--- config.mk ---
export PLATFORM = sky130hd
export DESIGN_NAME = uart_rx_frame_flat
export DESIGN_NICKNAME = d
export VERILOG_FILES = /design/src/rtl/uart_rx_frame_if.sv /design/src/rtl/uart_rx_frame.sv /design/src/flat_wrapper.sv
export SDC_FILE = /design/constraint.sdc
export NUM_CORES = 1
export LEC_CHECK = 0
export ABC_AREA = 1
export BUFFER_PORTS_ARGS = -buffer_cell sky130_fd_sc_hd__buf_4
export CORE_UTILIZATION = 55
export DETAILED_ROUTE_END_ITERATION = 8
export PLACE_DENSITY = 0.79
export SLEW_MARGIN = 20
export SYNTH_ARGS = -nofsm -noshare
export SYNTH_HDL_FRONTEND = slang
export SYNTH_SLANG_ARGS = --single-unit
--- constraint.sdc ---
create_clock -name clk -period 1.6 [get_ports clk]
set_input_delay 0 -clock clk [delete_from_list [all_inputs] [get_ports clk]]
set_output_delay 0 -clock clk [all_outputs]
set_load 0.1 [all_outputs]
--- src/rtl/uart_rx_frame_if.sv ---
// Receive-side bundle of the COM link: serial line and consumer ack in,
// framed byte with status pulses and debug state out.
interface uart_rx_frame_if;
    logic       rx;
    logic       rx_ack;
    logic [7:0] rx_data;
    logic       rx_valid;
    logic       rx_pending;
    logic       frame_err;
    logic       overrun;
    logic       busy;
    logic [2:0] state_rx;

    modport slave (
        input  rx, rx_ack,
        output rx_data, rx_valid, rx_pending, frame_err, overrun, busy, state_rx
    );

    modport master (
        output rx, rx_ack,
        input  rx_data, rx_valid, rx_pending, frame_err, overrun, busy, state_rx
    );
endinterface

--- src/rtl/uart_rx_frame.sv ---
// 8N1 UART receiver, CLKS_PER_BIT oversampling; rx_valid ~9*CPB+HALF+3 clocks after the start edge.
// No backpressure: bytes are held in rx_data, and a byte arriving while one is still unread flags overrun.
module uart_rx_frame #(
    parameter int CLKS_PER_BIT = 8,
    parameter int DATA_BITS    = 8
) (
    input  logic           clk,
    input  logic           reset,
    uart_rx_frame_if.slave bus
);
    localparam int         HALF     = CLKS_PER_BIT / 2;
    localparam logic [15:0] HALF_M1 = 16'(HALF - 1);
    localparam logic [15:0] BIT_M1  = 16'(CLKS_PER_BIT - 1);
    localparam logic [2:0]  LAST_BIT = 3'(DATA_BITS - 1);

    typedef enum logic [2:0] {
        S_IDLE  = 3'd0,
        S_START = 3'd1,
        S_DATA  = 3'd2,
        S_STOP  = 3'd3,
        S_DONE  = 3'd4
    } state_t;

    state_t      state_q, state_d;
    logic        rx_meta_q, rx_s_q;
    logic [15:0] cnt_q, cnt_d;
    logic [2:0]  bit_idx_q, bit_idx_d;
    logic [7:0]  shift_q, shift_d;
    logic [7:0]  data_q, data_d;
    logic        valid_q, valid_d;
    logic        pending_q, pending_d;
    logic        ferr_q, ferr_d;
    logic        old_pend_q, old_pend_d;

    always_ff @(posedge clk or negedge reset) begin
        if (!reset) begin
            rx_meta_q  <= 1'b1;
            rx_s_q     <= 1'b1;
            state_q    <= S_IDLE;
            cnt_q      <= '0;
            bit_idx_q  <= '0;
            shift_q    <= '0;
            data_q     <= '0;
            valid_q    <= 1'b0;
            pending_q  <= 1'b0;
            ferr_q     <= 1'b0;
            old_pend_q <= 1'b0;
        end else begin
            rx_meta_q  <= bus.rx;
            rx_s_q     <= rx_meta_q;
            state_q    <= state_d;
            cnt_q      <= cnt_d;
            bit_idx_q  <= bit_idx_d;
            shift_q    <= shift_d;
            data_q     <= data_d;
            valid_q    <= valid_d;
            pending_q  <= pending_d;
            ferr_q     <= ferr_d;
            old_pend_q <= old_pend_d;
        end
    end

    always_comb begin
        state_d    = state_q;
        cnt_d      = cnt_q;
        bit_idx_d  = bit_idx_q;
        shift_d    = shift_q;
        data_d     = data_q;
        valid_d    = 1'b0;
        ferr_d     = 1'b0;
        old_pend_d = 1'b0;

        case (state_q)
            S_IDLE: begin
                cnt_d = '0;
                if (!rx_s_q) state_d = S_START;
            end
            S_START: begin
                if (cnt_q == HALF_M1) begin
                    cnt_d     = '0;
                    bit_idx_d = '0;
                    state_d   = rx_s_q ? S_IDLE : S_DATA;
                end else begin
                    cnt_d = cnt_q + 16'd1;
                end
            end
            S_DATA: begin
                if (cnt_q == BIT_M1) begin
                    cnt_d            = '0;
                    shift_d[bit_idx_q] = rx_s_q;
                    if (bit_idx_q == LAST_BIT) state_d = S_STOP;
                    else                       bit_idx_d = bit_idx_q + 3'd1;
                end else begin
                    cnt_d = cnt_q + 16'd1;
                end
            end
            S_STOP: begin
                if (cnt_q == BIT_M1) begin
                    cnt_d   = '0;
                    state_d = S_DONE;
                    if (rx_s_q) begin
                        data_d     = shift_q;
                        valid_d    = 1'b1;
                        // An ack in this cycle still reads the old byte, so it is not lost.
                        old_pend_d = pending_q & ~bus.rx_ack;
                    end else begin
                        ferr_d = 1'b1;
                    end
                end else begin
                    cnt_d = cnt_q + 16'd1;
                end
            end
            S_DONE: begin
                cnt_d   = '0;
                state_d = S_IDLE;
            end
            default: begin
                cnt_d   = '0;
                state_d = S_IDLE;
            end
        endcase
    end

    // An ack coinciding with rx_valid refers to the previous byte, so the new one stays pending.
    always_comb begin
        pending_d = pending_q;
        if (valid_d)                      pending_d = 1'b1;
        else if (bus.rx_ack && !valid_q)  pending_d = 1'b0;
    end

    assign bus.rx_data    = data_q;
    assign bus.rx_valid   = valid_q;
    assign bus.rx_pending = pending_q;
    assign bus.frame_err  = ferr_q;
    assign bus.overrun    = valid_q & old_pend_q & ~bus.rx_ack;
    assign bus.busy       = (state_q != S_IDLE);
    assign bus.state_rx   = state_q;
endmodule

--- src/flat_wrapper.sv ---
// flat-port wrapper written by rule: the top's interface ports become plain ports
module uart_rx_frame_flat 
#(
    parameter int CLKS_PER_BIT = 8,
    parameter int DATA_BITS    = 8
)
  (clk, reset, bus_rx, bus_rx_ack, bus_rx_data, bus_rx_valid, bus_rx_pending, bus_frame_err, bus_overrun, bus_busy, bus_state_rx);
  uart_rx_frame_if bus_i ();
  input  logic clk;
  input  logic reset;
  input wire logic [$bits(bus_i.rx)-1:0] bus_rx;
  input wire logic [$bits(bus_i.rx_ack)-1:0] bus_rx_ack;
  output wire logic [$bits(bus_i.rx_data)-1:0] bus_rx_data;
  output wire logic [$bits(bus_i.rx_valid)-1:0] bus_rx_valid;
  output wire logic [$bits(bus_i.rx_pending)-1:0] bus_rx_pending;
  output wire logic [$bits(bus_i.frame_err)-1:0] bus_frame_err;
  output wire logic [$bits(bus_i.overrun)-1:0] bus_overrun;
  output wire logic [$bits(bus_i.busy)-1:0] bus_busy;
  output wire logic [$bits(bus_i.state_rx)-1:0] bus_state_rx;
  assign bus_i.rx = bus_rx;
  assign bus_i.rx_ack = bus_rx_ack;
  assign bus_rx_data = bus_i.rx_data;
  assign bus_rx_valid = bus_i.rx_valid;
  assign bus_rx_pending = bus_i.rx_pending;
  assign bus_frame_err = bus_i.frame_err;
  assign bus_overrun = bus_i.overrun;
  assign bus_busy = bus_i.busy;
  assign bus_state_rx = bus_i.state_rx;
  uart_rx_frame #(.CLKS_PER_BIT(CLKS_PER_BIT), .DATA_BITS(DATA_BITS)) u_core (.clk(clk), .reset(reset), .bus(bus_i));
endmodule
==> After elaboration in Yosys (flattened, before gate mapping) <==
Cells that the tools add are included.
{ "op_classes": {"magnitude_cmp": 2, "reduce_logical": 12, "n_shift": 0, "div_mod_pow": 0, "n_addsub": 2, "multipliers": 0, "bitwise": 4, "eq_ne": 12, "muxes": 28} }
{ "op_table": {"columns": ["op", "n"], "rows": [
  ["2-to-1 mux 16 bit", 2],
  ["one-hot mux 16 bit (2 select lines)", 1],
  ["2-to-1 mux 3 bit", 8],
  ["adder 16 x 1 -> 16 bit (second input constant)", 1],
  ["== test 16 x 2 -> 1 bit (second input constant)", 1],
  ["== test 16 x 3 -> 1 bit (second input constant)", 1],
  ["2-to-1 mux 1 bit", 12],
  ["one-hot mux 3 bit (4 select lines)", 1],
  ["bitwise mux 8 bit", 1],
  ["inequality test 2 x 1 -> 1 bit (second input constant)", 4],
  ["== test 3 x 2 -> 1 bit (second input constant)", 2],
  ["one-hot mux 3 bit (2 select lines)", 1],
  ["AND reduction 5 bit", 1],
  ["less-than comparator 3 x 4 -> 1 bit (second input constant)", 1],
  ["inequality test 2 bit (second input constant)", 2],
  ["AND reduction 4 bit", 1],
  ["nonzero test 2 bit", 2],
  ["adder 3 x 1 -> 3 bit (second input constant)", 1],
  ["AND 1 bit", 3],
  ["demux 1 bit (select 3 bit)", 1],
  ["== test 3 x 1 -> 1 bit (second input constant)", 1],
  ["== test 3 bit (second input constant)", 1],
  ["greater-or-equal comparator 3 x 1 -> 1 bit (second input constant)", 1],
  ["zero test 3 bit", 1],
  ["other kinds (8)", 9]
]} }
{ "totals": {"latchBits": 0, "memories": 0, "ff_bits": 44, "rom_bits": 0, "in_bits": 4, "ramBits": 0, "elab_cells": 71} }

==> Depth between registers and ports, before layout <==
Gate-level depths: netlist of the first run.
{ "depth": {"depth_word": 5, "mapped_depth": 9} }

==> Worst setup path before layout of the first run <==
No wires, ideal clock.
{ "synth_path": {"kind": "flip-flop to output port", "startpoint": "register u_core.valid_q (netlist: u_core.bus.rx_valid)", "endpoint": "output port bus_overrun", "n_path_buf": 0, "stages_incl_launch_ff": 3, "required_ps": 1600, "arrival_ps": 2297, "path_slack_ps": -697, "cell_sequence": "dfrtp_1 nand2_1 nor2_1"} }
{ "synth_via": {"elab_chain_len": 2} }
{ "synth_rtl": {"columns": ["item", "line_no", "source"], "rows": [
  ["from (decl)", "uart_rx_frame.sv:30", "logic valid_q, valid_d;"],
  ["from (signal assigned)", "uart_rx_frame.sv:56", "valid_q <= valid_d;"],
  ["AND 1 bit (2 in series)", "uart_rx_frame.sv:135", "assign bus.overrun = valid_q & old_pend_q & ~bus.rx_ack;"],
  ["to (decl)", "flat_wrapper.sv:17", "output wire logic [$bits(bus_i.overrun)-1:0] bus_overrun;"]
]} }
Every way passes these cells.

==> Worst setup path in the final report of the first run <==
{ "layout_path": {"startpoint": "register u_core.cnt_q[0]", "endpoint": "register u_core.data_q[6] (netlist: u_core.bus.rx_data[6])"} }
{ "layout_via": {"elab_chain_len": 2} }
{ "layout_rtl": {"columns": ["item", "line_no", "source"], "rows": [
  ["from (decl)", "uart_rx_frame.sv:26", "logic [15:0] cnt_q, cnt_d;"],
  ["from (signal assigned)", "uart_rx_frame.sv:52", "cnt_q <= cnt_d;"],
  ["== test 16 x 3 -> 1 bit", "uart_rx_frame.sv:98", "if (cnt_q == BIT_M1) begin"],
  ["AND reduction 3 bit (no source line)", null, null],
  ["to (signal assigned)", "uart_rx_frame.sv:55", "data_q <= data_d;"],
  ["to (decl)", "uart_rx_frame.sv:29", "logic [7:0] data_q, data_d;"]
]} }
Every way passes these cells.
A chain may end at the register's enable or synchronous reset.

==> results of run 1 <==
-- cells in the mapped netlist (2+ instances only) --
cell type	instances
ha_1	3
a211oi_1	2
inv_2	5
nor2_4	2
o21ai_0	7
o21ai_1	2
nand2_2	4
o21ai_2	4
nand3_1	14
dfstp_2	2
dfrtp_1	42
nand2_1	83
nor3_1	7
nor2_1	42
nor2_2	5
inv_1	34
xor2_1	3
nand2_4	2
nand4_1	8
a21oi_1	3
-- power groups by stage --
stage               clock network (mW)  registers, mW  logic [mW]
CTS                              0.730           1.28        1.03
floorplan                            0           1.46       0.618
finish                           0.709           1.29        1.07
global placement                     0           1.29       0.986
detailed placement                   0           1.30        1.01
global route                     0.770           1.30        1.17
-- worst paths after layout --
kind                       cells after the start              from                     end
max in group asynchronous                      2             reset  u_core.bus.state_rx[1]
min                                            2             reset        u_core.cnt_q[14]
min reg2reg                                    0  u_core.rx_meta_q           u_core.rx_s_q
max reg2reg                                    8   u_core.cnt_q[0]   u_core.bus.rx_data[6]
max                                            8   u_core.cnt_q[0]   u_core.bus.rx_data[6]
min in group clk                               2            bus_rx        u_core.rx_meta_q
-- worst max-delay path: cells and delay by family (launching register included) --
family                     cells  cell delay [ns]
AOI/OAI and AO/OA              1             0.05
adders and majority gates      1             0.18
DFF                            1             0.41
and+or+nand+nor                6             0.75
-- logic make-up (layout without fill, tap and decap cells) --
group                      count (synthesis)  in the layout
DFF                                       44             44
buffers and inverters                     41             76
AOI/OAI and AO/OA                         20             20
adders and majority gates                  3              3
and+or+nand+nor                          167            167
xor gates and xnor gates                   4              4
-- layout make-up --
cell class	instances	area (um2)	area share, %
Timing Repair Buffer	29	225.2	8.637
Clock buffer	6	82.58	3.167
Clock inverter	2	10.01	0.3839
Tap cell	48	60.06	2.303
Sequential cell	44	1110	42.56
Multi-Input combinational cell	194	970.9	37.24
Inverter	39	148.9	5.710
-- state kept, by name, summed over array words and instances (netlist names), 3 cells and up --
| signal | cells |
|---|---|
| u_core.bus.state_rx | 3 |
| u_core.bit_idx_q | 3 |
| u_core.bus.rx_data | 8 |
| u_core.cnt_q | 16 |
| u_core.shift_q | 8 |
-- per-layer routing --
layer | global-route usage [%] | routed length, um | up-vias
met3 | 5.382 | 223 | 10
li1 | - | - | 935
met2 | 35.29 | 2035 | 53
met5 | 0 | 0 | -
met4 | 10.87 | 62 | 0
met1 | 30.59 | 1991 | 843
-- through the flow --
step	cell area [um2]	std cells	TNS [ns]	total power, mW
final	2608	362	0	3.072
after global routing	2608	362	-0.02164	3.241
after CTS	2559	361	0	3.038
after detailed placement	2434	350	0	2.308
after global placement	2434	350	0	2.279
after floorplan	2205	279	-0.03664	2.074
-- repair_timing --
item / CTS / global route
hold buffers: 3 / 0
pin swaps: 0 / 2
gates resized for setup: 1 / 9
buffers inserted: 0 / 1
endpoints found under the hold margin: 44 / 0
endpoints found under the setup margin: 1 / 33
==> key figures, run 1 <==
Outcome
  – Status: completed

Drt
  – Via count: 1841
  – WL final: 4.313 mm
  – Number of detailed-route iterations in the first pass: 6
  – Initial DRC Count: 182
  – Routed vias/inst: 5.086
  – Routed wire per std cell: 11.91 um
  – Post-route antenna net violation count: 0
  – Post-route DRC violation count: 0

Power
  – Internal: 1.826 mW
  – Switching pwr: 1.246 mW
  – Max rail drop VDD: 1.636 mV
  – Pleak: 1.309 nW
  – Clock network fraction of design power: 23.1%
  – Power share of the combinational group: 34.9%
  – Pwr dens: 1178 mW/mm2
  – Switching Fraction: 40.56%
  – Seq pwr share: 42.1%

Global routing
  – First-pass GRT wire length: 7.272 mm
  – GRT Resource Usage Total: 22.89%
  – Largest net degree at the start of global routing: 45
  – Initial antenna violation count: 0
  – Residual overflow from global routing: 0
  – Vias in the first global route: 1673

STA
  – Slew @ Worst Pin: 0.5419 ns
  – Final Hold Fails: 0
  – Smallest hold slack: 0.2274 ns
  – Max-slew violations: 0
  – Slew HR: 63.87%
  – Post-layout min period: 1.489 ns
  – Post-route setup slack: 0.1113 ns
  – Clk_skew: 0.008098 ns
  – Fmax: 671.7 MHz
  – Final setup viols: 0
  – Tcrit/Tclk final: 93.04%

Synth
  – Seq cells post-synth: 44
  – Post-synth EDFFs: 0
  – Largest family of logic cells by synthesized area: simple AND/OR/NAND/NOR gates
  – Ys flop type: dfrtp_1
  – Synth top area share: 47.97%
  – Library cells used by synthesis: 25
  – Syn Nets: 286
  – Adder-Cell Fraction of Synth Area: 1.713%
  – Ys async rst share: 100.0%
  – Post-Synth XOR/XNOR Area: 1.599%
  – Post-Syn Area per Cell: 7.853 um2
  – Area leader, netlist: dfrtp_1
  – Sequential area share after synthesis: 50.37%
  – Mapped Area: 0.002191 mm2
  – Post-Synth Simple-Gate Area: 33.12%
  – Top cells by area, synth: dfrtp_1 (48%), nand2_1 (14%), nor2_1 (7.2%), inv_1 (5.8%), nand3_1 (3.2%)
  – Synth Area in Compound Gates: 5.654%
  – Ys Warns: 0
  – Post-Syn Instances: 279
  – Mux cell area share after synthesis: 0%

Min path
  – HP Class: input pin to async pin

Setup path
  – CP startpoint kind: flop
  – Cell chain of the critical path: ha_4 > nand3_1 > nor2_2 > nand2_4 > nor2_4 > nand2_8 > nand2_1 > o21ai_2
  – WP data required: 1.79 ns
  – CP max stage cell: dfrtp_1
  – Worst path arrival time: 1.68 ns
  – CP max FO: 15
  – Crit path kind: flop to flop
  – Reg2reg setup slack: 0.11 ns
  – CP peak stage delay: 0.41 ns
  – Setup crit end kind: flop

Clocking
  – CTS root buf: clkbuf_8
  – H-tree levels: 2
  – Worst skew pair latency: 0.30 ns
  – Clock buffer depth: 2
  – CTS clk-pin slew, worst paths: 0.08 ns
  – Clock net sink count: 44
  – CTS tree: done
  – Num CTS Buffers: 5

Die
  – Die width: 65.12 um
  – Die height: 65.12 um
  – IO Pins: 20
  – CORE AREA: 0.003744 mm2
  – Initial core utilization: 58.52%
  – Rows: 22
  – Die area: 0.004240 mm2

Cells and area
  – Layout Nets: 320
  – Final Util: 69.65%
  – Synth-to-layout area growth: 19.02%
  – Fillers: 325
  – ANT cells: 0
  – Most frequent cells in the layout: nand2_1 (82), dfrtp_1 (39), nor2_1 (38)
  – Commonest non-fill, non-tap cell in the layout: nand2_1
  – Layout cells sized above 1: 21.34%

Placed design
  – Final RePlAce weighted congestion: 0.9209
  – HPWL Detailed: 3.023 mm
  – Pre-CTS WS: 0.03483 ns
  – IO buf count: 19

Run
  – Max cap viols: 0
(Power assumes the default switching activity.)
==> run 2, diff against run 1 <==
--- a/config.mk
+++ b/config.mk
@@ -10,6 +10,7 @@
 export CORE_UTILIZATION = 55
 export DETAILED_ROUTE_END_ITERATION = 8
 export PLACE_DENSITY = 0.79
+export RECOVER_POWER = 25
 export SLEW_MARGIN = 20
 export SYNTH_ARGS = -nofsm -noshare
 export SYNTH_HDL_FRONTEND = slang
==> key figures, run 2 (synthesized netlist as in run 1, its figures left out) <==
Cells and area
  – Layout Nets: 320 (unchanged)
  – Most frequent cells in the layout: nand2_1 (82), dfrtp_1 (39), nor2_1 (38)
  – Most flops, register: u_core.cnt_q
  – Synth-to-layout area growth: 18.90% (about the same)
  – Commonest non-fill, non-tap cell in the layout: nand2_1
  – ANT cells: 0 (unchanged)
  – Layout cells sized above 1: 21.34% (unchanged)
  – Max FFs per register: 16 (unchanged)
  – Final Cell Area: 0.002605 mm2 (about the same)

Die
  – Die area: 0.004240 mm2 (unchanged)
  – Initial core utilization: 58.52% (unchanged)
  – IO Pins: 20 (unchanged)
  – Rows: 22 (unchanged)
  – Die height: 65.12 um (unchanged)
  – Die width: 65.12 um (unchanged)
  – CORE AREA: 0.003744 mm2 (unchanged)

Setup path
  – CP peak stage delay: 0.41 ns (about the same)
  – Crit path kind: flop to flop
  – Critical path origin: u_core.cnt_q[0]
  – WP data required: 1.79 ns (about the same)
  – Reg2reg setup slack: 0.11 ns (about the same)
  – Worst Reg2Reg Path Length in Cells: 8 (unchanged)
  – CP startpoint kind: flop
  – Cell chain of the critical path: ha_4 > nand3_1 > nor2_2 > nand2_4 > nor2_4 > nand2_8 > nand2_1 > o21ai_2
  – Worst path arrival time: 1.68 ns (about the same)
  – CP max FO: 15 (unchanged)
  – Setup crit end kind: flop
  – Critical R2R Launch: u_core.cnt_q[0]
  – CP max stage cell: dfrtp_1
  – Worst r2r dst: u_core.bus.rx_data[6]
  – Worst Setup EP: u_core.bus.rx_data[6]

STA
  – Final setup viols: 0 (unchanged)
  – Max-slew violations: 0 (unchanged)
  – Fmax: 671.5 MHz (about the same)
  – Slew @ Worst Pin: 1.066 ns (+0.5240 ns)
  – Clk_skew: 0.008394 ns (+0.0002962 ns)
  – Tcrit/Tclk final: 93.07% (about the same)
  – Post-route setup slack: 0.1109 ns (-0.0003900 ns)
  – Final Hold Fails: 0 (unchanged)
  – Slew HR: 28.94% (-35 points)
  – Post-layout min period: 1.489 ns (+0.0003900 ns)

Drt
  – Via count: 1824 (-0.92%)
  – Post-route DRC violation count: 0 (unchanged)
  – Number of detailed-route iterations in the first pass: 6 (unchanged)
  – Initial DRC Count: 182 (unchanged)
  – Post-route antenna net violation count: 0 (unchanged)
  – Routed wire per std cell: 11.85 um (-0.51%)
  – Routed vias/inst: 5.039 (-0.92%)
  – WL final: 4.291 mm (-0.51%)

Placed design
  – Final RePlAce weighted congestion: 0.9209 (unchanged)
  – Pre-CTS WS: 0.03483 ns (unchanged)
  – IO buf count: 19 (unchanged)
  – Post-place instance area: 0.002434 mm2 (unchanged)
  – HPWL Detailed: 3.023 mm (unchanged)

Power
  – Pwr dens: 1179 mW/mm2 (about the same)
  – Pleak: 1.308 nW (about the same)
  – Max rail drop VDD: 1.636 mV (about the same)

Global routing
  – Largest net degree at the start of global routing: 45 (unchanged)
  – Met2 Use GR: 35.29% (unchanged)
  – GRT Resource Usage Total: 22.89% (unchanged)
  – Initial antenna violation count: 0 (unchanged)
  – GR peak layer: met2
  – Residual overflow from global routing: 0 (unchanged)
  – M3 GR Usage: 5.382% (unchanged)
  – Vias in the first global route: 1673 (unchanged)
  – First-pass GRT wire length: 7.272 mm (unchanged)
  – Grt met1 use: 30.59% (unchanged)

Run
  – Max cap viols: 0 (unchanged)

Clocking
  – Num CTS Buffers: 5 (unchanged)
  – H-tree levels: 2 (unchanged)
  – CTS clk-pin slew, worst paths: 0.08 ns (about the same)
  – CTS tree: done
  – Clock buffer depth: 2 (unchanged)
  – CTS root buf: clkbuf_8
  – Worst skew pair latency: 0.30 ns (about the same)
  – Clock net sink count: 44 (unchanged)

Outcome
  – Status: completed

Min path
  – HP Class: flop to flop
-- run 2: stage by stage --
| stage | util, % | total power, mW | hold WS (ns) | std cells | setup TNS, ns |
|---|---|---|---|---|---|
| floorplan | - | 2.074 | -0.2956 | 279 | -0.03664 |
| global placement | 65.01 | 2.279 | 0.02436 | 350 | 0 |
| detailed placement | 65.01 | 2.308 | 0.02548 | 350 | 0 |
| CTS | 68.35 | 3.038 | 0.2450 | 361 | 0 |
| global route | 69.59 | 3.240 | 0.3522 | 362 | -0.02164 |
| finish | 69.59 | 3.071 | 0.3596 | 362 | 0 |
-- run 2: cell type report --
cell class                 instances  area (um2)
clock inverter                     2       10.01
multi-input combinational        194       970.9
inverter                          39       148.9
tap                               48       60.06
fill                             326        1139
clock buffer                       6       82.58
sequential                        44        1110
timing repair buffer              29       222.7
-- run 2: critical path: cells and delay by family (launching register included) --
family                     cells  cell delay (ns)
AOI/OAI and AO/OA              1             0.05
DFF                            1             0.41
and+or+nand+nor                6             0.75
adders and majority gates      1             0.18
-- run 2: routing by layer --
layer  up-vias  wire length (um)
li1        936                 -
met1       839              2010
met2        43              2032
met3         6               196
met4         0                52
met5         -                 0
-- run 2: power breakdown --
part	internal [mW]	switching, mW	leakage, nW
clock	0.344	0.365	0.0510
sequential	1.20	0.0932	0.598
combinational	0.281	0.787	0.659
-- run 2: what timing repair did --
| item | in CTS | in global routing |
|---|---|---|
| pin swaps | 0 | 2 |
| setup endpoints to repair | 1 | 33 |
| endpoints found under the hold margin | 44 | 0 |
| gates resized for setup | 1 | 9 |
| buffers inserted | 0 | 1 |
| hold buffers | 3 | 0 |
-- run 2: how the worst min path moves through the flow --
stage	from	to	slack (ns)	cells after the start
after global routing	bus_rx	u_core.rx_meta_q	0.35	2
after global placement	reset	u_core.cnt_q[15]	0.02	1
after floorplan	reset	u_core.bit_idx_q[0]	-0.30	0
after detailed placement	reset	u_core.cnt_q[15]	0.03	1
after CTS	reset	u_core.cnt_q[15]	0.24	2
final	u_core.rx_meta_q	u_core.rx_s_q	0.36	0
